File: config.mk
export PLATFORM = sky130hd
export DESIGN_NAME = toy_mem_adapter_pipe
export DESIGN_NICKNAME = d
export VERILOG_FILES = /design/src/rtl/toy_mem_adapter_pipe.sv
export SDC_FILE = /design/constraint.sdc
export NUM_CORES = 1
export LEC_CHECK = 0
export CELL_PAD_IN_SITES_DETAIL_PLACEMENT = 1
export CELL_PAD_IN_SITES_GLOBAL_PLACEMENT = 2
export CORE_ASPECT_RATIO = 0.75
export CORE_MARGIN = 10
export CORE_UTILIZATION = 33
export DETAILED_ROUTE_END_ITERATION = 8
export GPL_ROUTABILITY_DRIVEN = 0
export GPL_TIMING_DRIVEN = 0
export HOLD_SLACK_MARGIN = 0.03
export MAX_ROUTING_LAYER = met4
export PLACE_DENSITY = 0.82
export SLEW_MARGIN = 5
export SYNTH_ARGS = -nofsm -noshare
export SYNTH_HDL_FRONTEND = slang
export SYNTH_SLANG_ARGS = --single-unit
File: constraint.sdc
create_clock -name clk -period 2.6 [get_ports clk]
set_input_delay 0.52 -clock clk [delete_from_list [all_inputs] [get_ports clk]]
set_output_delay 0.52 -clock clk [all_outputs]
set_load 0.02 [all_outputs]
File: src/rtl/toy_mem_adapter_pipe.sv
// Request/ack bus to synchronous SRAM port with fixed read latency.
// A tag pipeline tracks issued accesses; a credit-counted ack FIFO absorbs ack backpressure.
module toy_mem_adapter_pipe #(
  parameter int ADDR_W    = 32,
  parameter int DATA_W    = 32,
  parameter int ID_W      = 4,
  parameter int RD_LAT    = 1,
  parameter int ACK_DEPTH = 4,
  localparam int BE_W     = DATA_W / 8,
  localparam int OFS      = $clog2(BE_W)
) (
  input  logic                  clk,
  input  logic                  rst,
  input  logic                  in0_req_vld,
  output logic                  in0_req_rdy,
  input  logic [ADDR_W-1:0]     in0_req_addr,
  input  logic [BE_W-1:0]       in0_req_strb,
  input  logic [DATA_W-1:0]     in0_req_data,
  input  logic                  in0_req_opcode,
  input  logic [ID_W-1:0]       in0_req_src_id,
  input  logic [ID_W-1:0]       in0_req_tgt_id,
  output logic                  in0_ack_vld,
  input  logic                  in0_ack_rdy,
  output logic                  in0_ack_opcode,
  output logic [DATA_W-1:0]     in0_ack_data,
  output logic [ID_W-1:0]       in0_ack_src_id,
  output logic [ID_W-1:0]       in0_ack_tgt_id,
  output logic                  out0_mem_en,
  output logic [ADDR_W-OFS-1:0] out0_mem_addr,
  input  logic [DATA_W-1:0]     out0_mem_rd_data,
  output logic [DATA_W-1:0]     out0_mem_wr_data,
  output logic [BE_W-1:0]       out0_mem_wr_byte_en,
  output logic                  out0_mem_wr_en
);
  localparam int PW = $clog2(ACK_DEPTH);
  localparam logic [PW:0] DEPTH_C = ACK_DEPTH[PW:0];

  logic            acc, push, pop, full, empty;
  logic [PW:0]     cnt, wr_ptr, rd_ptr;
  logic [PW-1:0]   wr_idx, rd_idx;
  logic [RD_LAT-1:0] p_vld, p_op;
  logic [ID_W-1:0] p_src [RD_LAT];
  logic [ID_W-1:0] p_tgt [RD_LAT];
  logic              f_op   [ACK_DEPTH];
  logic [DATA_W-1:0] f_data [ACK_DEPTH];
  logic [ID_W-1:0]   f_src  [ACK_DEPTH];
  logic [ID_W-1:0]   f_tgt  [ACK_DEPTH];
  logic            unused_addr_bits;

  // Ready looks only at registered credit state, never at in0_ack_rdy.
  assign in0_req_rdy = !rst && (cnt < DEPTH_C);
  assign acc         = in0_req_vld && in0_req_rdy;

  assign out0_mem_en         = acc;
  assign out0_mem_wr_en      = acc && in0_req_opcode;
  assign out0_mem_addr       = in0_req_addr[ADDR_W-1:OFS];
  assign out0_mem_wr_data    = in0_req_data;
  assign out0_mem_wr_byte_en = in0_req_strb;
  assign unused_addr_bits    = ^in0_req_addr[OFS-1:0];

  assign wr_idx = wr_ptr[PW-1:0];
  assign rd_idx = rd_ptr[PW-1:0];
  assign empty  = (wr_ptr == rd_ptr);
  assign full   = (wr_ptr[PW] != rd_ptr[PW]) && (wr_idx == rd_idx);
  assign push   = p_vld[RD_LAT-1];
  assign pop    = in0_ack_vld && in0_ack_rdy;

  assign in0_ack_vld    = !empty;
  assign in0_ack_opcode = !empty && f_op[rd_idx];
  assign in0_ack_data   = empty ? '0 : f_data[rd_idx];
  assign in0_ack_src_id = empty ? '0 : f_src[rd_idx];
  assign in0_ack_tgt_id = empty ? '0 : f_tgt[rd_idx];

  always_ff @(posedge clk or posedge rst) begin
    if (rst) begin
      p_vld <= '0;
    end else begin
      p_vld[0] <= acc;
      for (int i = 1; i < RD_LAT; i++) p_vld[i] <= p_vld[i-1];
    end
  end

  always_ff @(posedge clk) begin
    p_op[0]  <= in0_req_opcode;
    p_src[0] <= in0_req_src_id;
    p_tgt[0] <= in0_req_tgt_id;
    for (int i = 1; i < RD_LAT; i++) begin
      p_op[i]  <= p_op[i-1];
      p_src[i] <= p_src[i-1];
      p_tgt[i] <= p_tgt[i-1];
    end
  end

  // Last tag stage lines up with read data, so the push captures it directly.
  always_ff @(posedge clk) begin
    if (push) begin
      f_op[wr_idx]   <= p_op[RD_LAT-1];
      f_data[wr_idx] <= p_op[RD_LAT-1] ? '0 : out0_mem_rd_data;
      f_src[wr_idx]  <= p_tgt[RD_LAT-1];
      f_tgt[wr_idx]  <= p_src[RD_LAT-1];
    end
  end

  always_ff @(posedge clk or posedge rst) begin
    if (rst) begin
      wr_ptr <= '0;
      rd_ptr <= '0;
      cnt    <= '0;
    end else begin
      if (push) wr_ptr <= wr_ptr + 1'b1;
      if (pop)  rd_ptr <= rd_ptr + 1'b1;
      case ({acc, pop})
        2'b10:   cnt <= cnt + 1'b1;
        2'b01:   cnt <= cnt - 1'b1;
        default: cnt <= cnt;
      endcase
    end
  end

  a_no_overflow: assert property (@(posedge clk) disable iff (rst) !(push && full));

endmodule

After elaboration in Yosys (flattened, before gate mapping)
Memories as Yosys holds them, arrays and structs flattened.
Cells that the tools add are included.
- flip-flop bits (word level): 11
- bits in writable memories: 172
- input port bits: 113
- output and inout port bits: 111
- memories: 6
- memories (name ; depth ; bits a word ; rd ports ; clocked after Yosys merged registers in ; wr ports ; RTL line ; source):
    f_data ; 4 ; 32 ; 1 ; 0 ; 1 ; 45 ; logic [DATA_W-1:0] f_data [ACK_DEPTH];
    f_src ; 4 ; 4 ; 1 ; 0 ; 1 ; 46 ; logic [ID_W-1:0] f_src [ACK_DEPTH];
    f_tgt ; 4 ; 4 ; 1 ; 0 ; 1 ; 47 ; logic [ID_W-1:0] f_tgt [ACK_DEPTH];
    f_op ; 4 ; 1 ; 1 ; 0 ; 1 ; 44 ; logic f_op [ACK_DEPTH];
    p_src ; 1 ; 4 ; 1 ; 0 ; 1 ; 42 ; logic [ID_W-1:0] p_src [RD_LAT];
    p_tgt ; 1 ; 4 ; 1 ; 0 ; 1 ; 43 ; logic [ID_W-1:0] p_tgt [RD_LAT];
- $add $sub $neg: 4
- order comparisons: 1
- equal/unequal tests: 3
- multiplexer cells: 7
- reduce and logical (&&, ||, !) cells: 8
- operator list (kind ; count):
    2-to-1 mux 32 bit ; 2
    adder 3 x 1 -> 3 bit (second input constant) ; 3
    2-to-1 mux 4 bit ; 2
    case mux 3 bit (2 select lines) ; 1
    logical AND 1 bit ; 5
    equality test 3 bit ; 1
    < comparator 3 bit (second input constant) ; 1
    subtractor 3 x 1 -> 3 bit (second input constant) ; 1
    equality test 2 x 1 -> 1 bit (second input constant) ; 1
    equality test 2 bit (second input constant) ; 1
    logical NOT 1 bit ; 2
    2-to-1 mux 1 bit ; 2
    nonzero test 2 bit ; 1

Depth between registers and ports, before layout
- depth after elaboration: 5
- gate-level depth with buffers: 9

Worst setup path before layout
Ideal clock, no wire load.
- path kind: register to register
- start: register rd_ptr[0]
- end: register cnt[2]
- arrival: 2.034 ns
- path slack: 0.440 ns
- stages on the path, launching flop included: 10
- buffers on the path: 1
- clock period less this slack: 2.160 ns
- cells stage by stage: dfrtp_1 > buf_6 > xor2_2 > o31ai_1 > inv_1 > ha_1 > fa_1 > xnor2_1 > nor2_1 > xor2_1
- cells in the longest elaborated chain, start to end: 5
- elaborated cells on any way between the ends: 7
- those cells by class: eq/ne: 3; mux: 1; reduce/logical: 3
- ends and longest elaborated chain (what ; RTL line ; source):
    from (decl) ; 39 ; logic [PW:0] cnt, wr_ptr, rd_ptr;
    from (signal assigned) ; 111 ; if (pop) rd_ptr <= rd_ptr + 1'b1;
    equality test 3 bit (*) ; 63 ; assign empty = (wr_ptr == rd_ptr);
    logical NOT 1 bit (*) ; 68 ; assign in0_ack_vld = !empty;
    logical AND 1 bit (*) ; 66 ; assign pop = in0_ack_vld && in0_ack_rdy;
    net pop ; 38 ; logic acc, push, pop, full, empty;
    equality test 2 x 1 -> 1 bit / equality test 2 bit (equally long branches) ; 112 ; case ({acc, pop})
    case mux 3 bit (2 select lines) / nonzero test 2 bit (equally long branches) ; - ;
    to (signal assigned) ; 113 ; 2'b10: cnt <= cnt + 1'b1;
    to (signal assigned) ; 114 ; 2'b01: cnt <= cnt - 1'b1;
    to (signal assigned) ; 115 ; default: cnt <= cnt;
    to (decl) ; 39 ;
The timed path passes the listed nets; every way through them passes the cells marked *.
A chain may end at the register's enable or synchronous reset.

Final worst setup path
- start: register rd_ptr[0]
- end: output port in0_ack_data[5]
- cells in the longest elaborated chain, start to end: 2
- elaborated cells on any way between the ends: 3
- those cells by class: eq/ne: 1; mux: 1; memory: 1
- ends and longest elaborated chain (what ; RTL line ; source):
    memory (4 x 32 bit) / equality test 3 bit (equally long branches) ; - ;
    2-to-1 mux 32 bit (*) ; 70 ; assign in0_ack_data = empty ? '0 : f_data[rd_idx];
    to (decl) ; 25 ; output logic [DATA_W-1:0] in0_ack_data,
Every way passes the cells marked *; elsewhere a longest branch is shown, timed or not.

==> key figures <==
Floorplan
  – Area of the core: 22900 um2
  – Die Ht: 152 um
  – Die ar.: 29900 um2
  – Io pins: 224
  – Core Rows: 48
  – Initial core utilization: between 30% and 40%
  – Die span in x: ~200 um

STA
  – Final hold vios: 0
  – Relative slew slack: 59.3%
  – Worst Tran Pin Value: 611 ps
  – Final min period: 2590 ps
  – Final setup fails: 0
  – Hold_ws: 424 ps
  – Peak Freq: 0.386 GHz
  – Clk_skew: about 6.7 ps
  – RSZ-0062 raised after global routing: yes
  – Period utilization: 99.7%
  – Final slew viol count: 0
  – Total Negative Setup Slacks: 0 ps

Clocking
  – Clock root buffer: clkbuf_16
  – CTS tree: built
  – CTS sink cnt: 183
  – Hold buffers post-CTS: 0
  – Bufs on Longest Clock Path: 2
  – Worst-path clk slew: 70 ps
  – Worst skew pair latency: 430 ps
  – CTS HTree Levels: 4
  – Num CTS Buffers: 17

Cells and area
  – Share of cells above drive strength 1: 35.8%
  – # nets final: around 730
  – Fillcell total: 2217
  – Register area: 5360 um2
  – Ant diodes: 0
  – Fin area: 10500 um2
  – Multi-input logic area: 1770 um2
  – Area growth from synthesis to layout: 36.0%

Logic synthesis
  – Fraction of registers with async set/reset: 5.46%
  – Most frequent cell after synthesis: edfxtp_1
  – Most common library cells after synthesis: 164 x edfxtp_1, 73 x nor2b_1, 66 x buf_4, 41 x mux4_2, 10 x dfrtp_1
  – Share of the synthesized area in the top cell type: 64.1%
  – Syn nets: 543
  – Synth warn: 0
  – Avg Inst Size Synth: 18.2 um2
  – Most area-consuming cells after synthesis: edfxtp_1 64%, mux4_2 12%, buf_4 6.4%
  – Area of the mapped netlist: between 7000 and 8000 um2
  – Leading area contributor after synthesis: edfxtp_1
  – Top FF cell, synth: edfxtp_1
  – #FFs+latches synth: 183
  – EDFF count, synth: 164
  – Distinct cells, synth: 29
  – Post-synthesis instance total: 423
  – Seq/Total Area, Yosys: 69.7%

Critical path
  – CP Max Fanout: 10
  – RR Startpoint: rd_ptr[0]
  – WP data arrival: 2070 ps
  – Reg-to-reg slack, setup: 150 ps
  – Worst EP required: 2080 ps
  – RR Endpoint: cnt[2]
  – Worst setup SP type: flip-flop
  – WS Path Type: reg -> out
  – Crit end category: output port
  – Worst Reg2Reg Path Length in Cells: 10

Drt
  – Drt wl/cell: 20.9 um
  – Drt first pass iters: 4
  – DR DRC count: 0
  – Routed via count: ~4200
  – DRT antenna net count: 0
  – Routed WL: between 15 and 20 mm
  – Drt initial violations: 274
  – Vias per cell: 4.54

Placed design
  – Final HPWL DP: 13.5 mm
  – Placed Area: roughly 9700 um2
  – # port buffers: 155

Global routing
  – Initial antenna violation count: 0
  – GR Util All Layers: 13.2%
  – Overflow after GRT: 0
  – First-pass GRT wire length: 29.1 mm
  – Vias in the first global route: 4757
  – Largest net degree at the start of global routing: 24

Power
  – Comb pwr share: 41.5%
  – Maximum vdd drop: 0.612 mV
  – Power density over the cells: 1070 nW/um2
  – Net Sw Frac: around a third
  – Internal: 7.42 mW
  – Pleak: 3.78 nW
  – Sequential share of power: 32.7%
  – Psw: between 3 and 4 mW
  – Clock share of power: 25.7%

Worst hold path
  – Worst Hold Class: in -> async

Job
  – Max-Cap Viols: 0

Status
  – Outcome: finished clean
[through the flow]
stage | setup WS (ps) | util [%] | power, mW | instances
CTS | -95.0 | 45.3 | 11.2 | 918
global route | -64.8 | 45.5 | 11.8 | 926
detailed placement | -164 | 42.3 | 8.34 | 882
floorplan | 440 | - | 6.34 | 423
global placement | -228 | 41.9 | 8.20 | 878
finish | 6.75 | 45.5 | 11.2 | 926
[area by class of cell]
type	count	share of cell area, %
plain buffers	83	6.62
well taps	300	3.59
flip-flops and latches	183	51.2
multi-input cells	151	17.0
repair buffers	171	15.0
inverters	6	0.216
clock buffers	19	4.24
clock inverters	13	2.10
[what timing repair did]
action                                  4_1_cts  5_1_grt
endpoints found under the setup margin       42       21
buffers inserted                              4        8
gates resized for setup                     169       35
pin swaps                                     1        1
[sequential cells by signal, indices dropped and copies added (netlist names)]
name,count
p_src,4
wr_ptr,3
f_src,16
f_op,4
p_op,1
f_tgt,16
f_data,128
p_vld,1
p_tgt,4
cnt,3
rd_ptr,3
[routing by layer]
| layer | wire length, um | GRT usage, % |
|---|---|---|
| met2 | 9660 | 22.0 |
| met4 | 263 | 3.30 |
| met3 | 1150 | 4.11 |
| met1 | 8320 | 15.2 |
| met5 | 0 | - |
[critical path: stages (launching register included)]
cell and delay, ps:
dfrtp_1 400, buf_12 170, buf_12 150, buf_4 110, mux4_2 490, nor2b_1 160
buf_4 160
[cells by family (layout without fill, tap and decap cells)]
logic type,count (synthesis),after routing,share of synthesized area (%)
compound gates,6,6,0.537
xor+xnor,10,10,1.24
fa+ha+maj,7,7,1.24
buf+inv,89,292,8.21
flops,183,183,69.7
mux,42,42,12.2
simple gates,86,86,6.94
[worst max-delay path by stage]
stage                          from           endpoint  slack (ps)  cells after the start
after floorplan           rd_ptr[0]             cnt[2]         440                      9
after global routing      rd_ptr[0]   in0_ack_data[30]         -60                      6
after detailed placement  rd_ptr[0]  in0_ack_tgt_id[2]        -160                      6
after CTS                 rd_ptr[0]    in0_ack_data[3]         -90                      5
after global placement    wr_ptr[0]      f_data[0][16]        -230                      3
final                     rd_ptr[0]    in0_ack_data[5]           7                      6
[layout by cell type, fill, tap and decap left out, types with 3 or more instances in the layout]
cell type / count
and2_2: 4
buf_12: 11
buf_2: 29
buf_4: 87
buf_6: 3
bufinv_16: 5
clkbuf_1: 4
clkbuf_16: 17
clkbuf_2: 4
clkdlybuf4s50_1: 113
clkinvlp_4: 3
dfrtp_1: 10
dfxtp_1: 9
edfxtp_1: 164
ha_1: 6
inv_1: 6
mux4_2: 41
nor2b_1: 67
nor2b_2: 5
xnor2_1: 4
xor2_1: 3
[power by group through the flow]
stage | Sequential, mW | Clock [mW] | Combinational (mW)
after floorplan | 3.66 | 0 | 2.68
after global placement | 3.69 | 0 | 4.52
after detailed placement | 3.70 | 0 | 4.64
after CTS | 3.66 | 2.93 | 4.59
after global routing | 3.68 | 3.06 | 5.02
final | 3.66 | 2.87 | 4.64
Note: power is estimated with default switching activity, not from simulation.
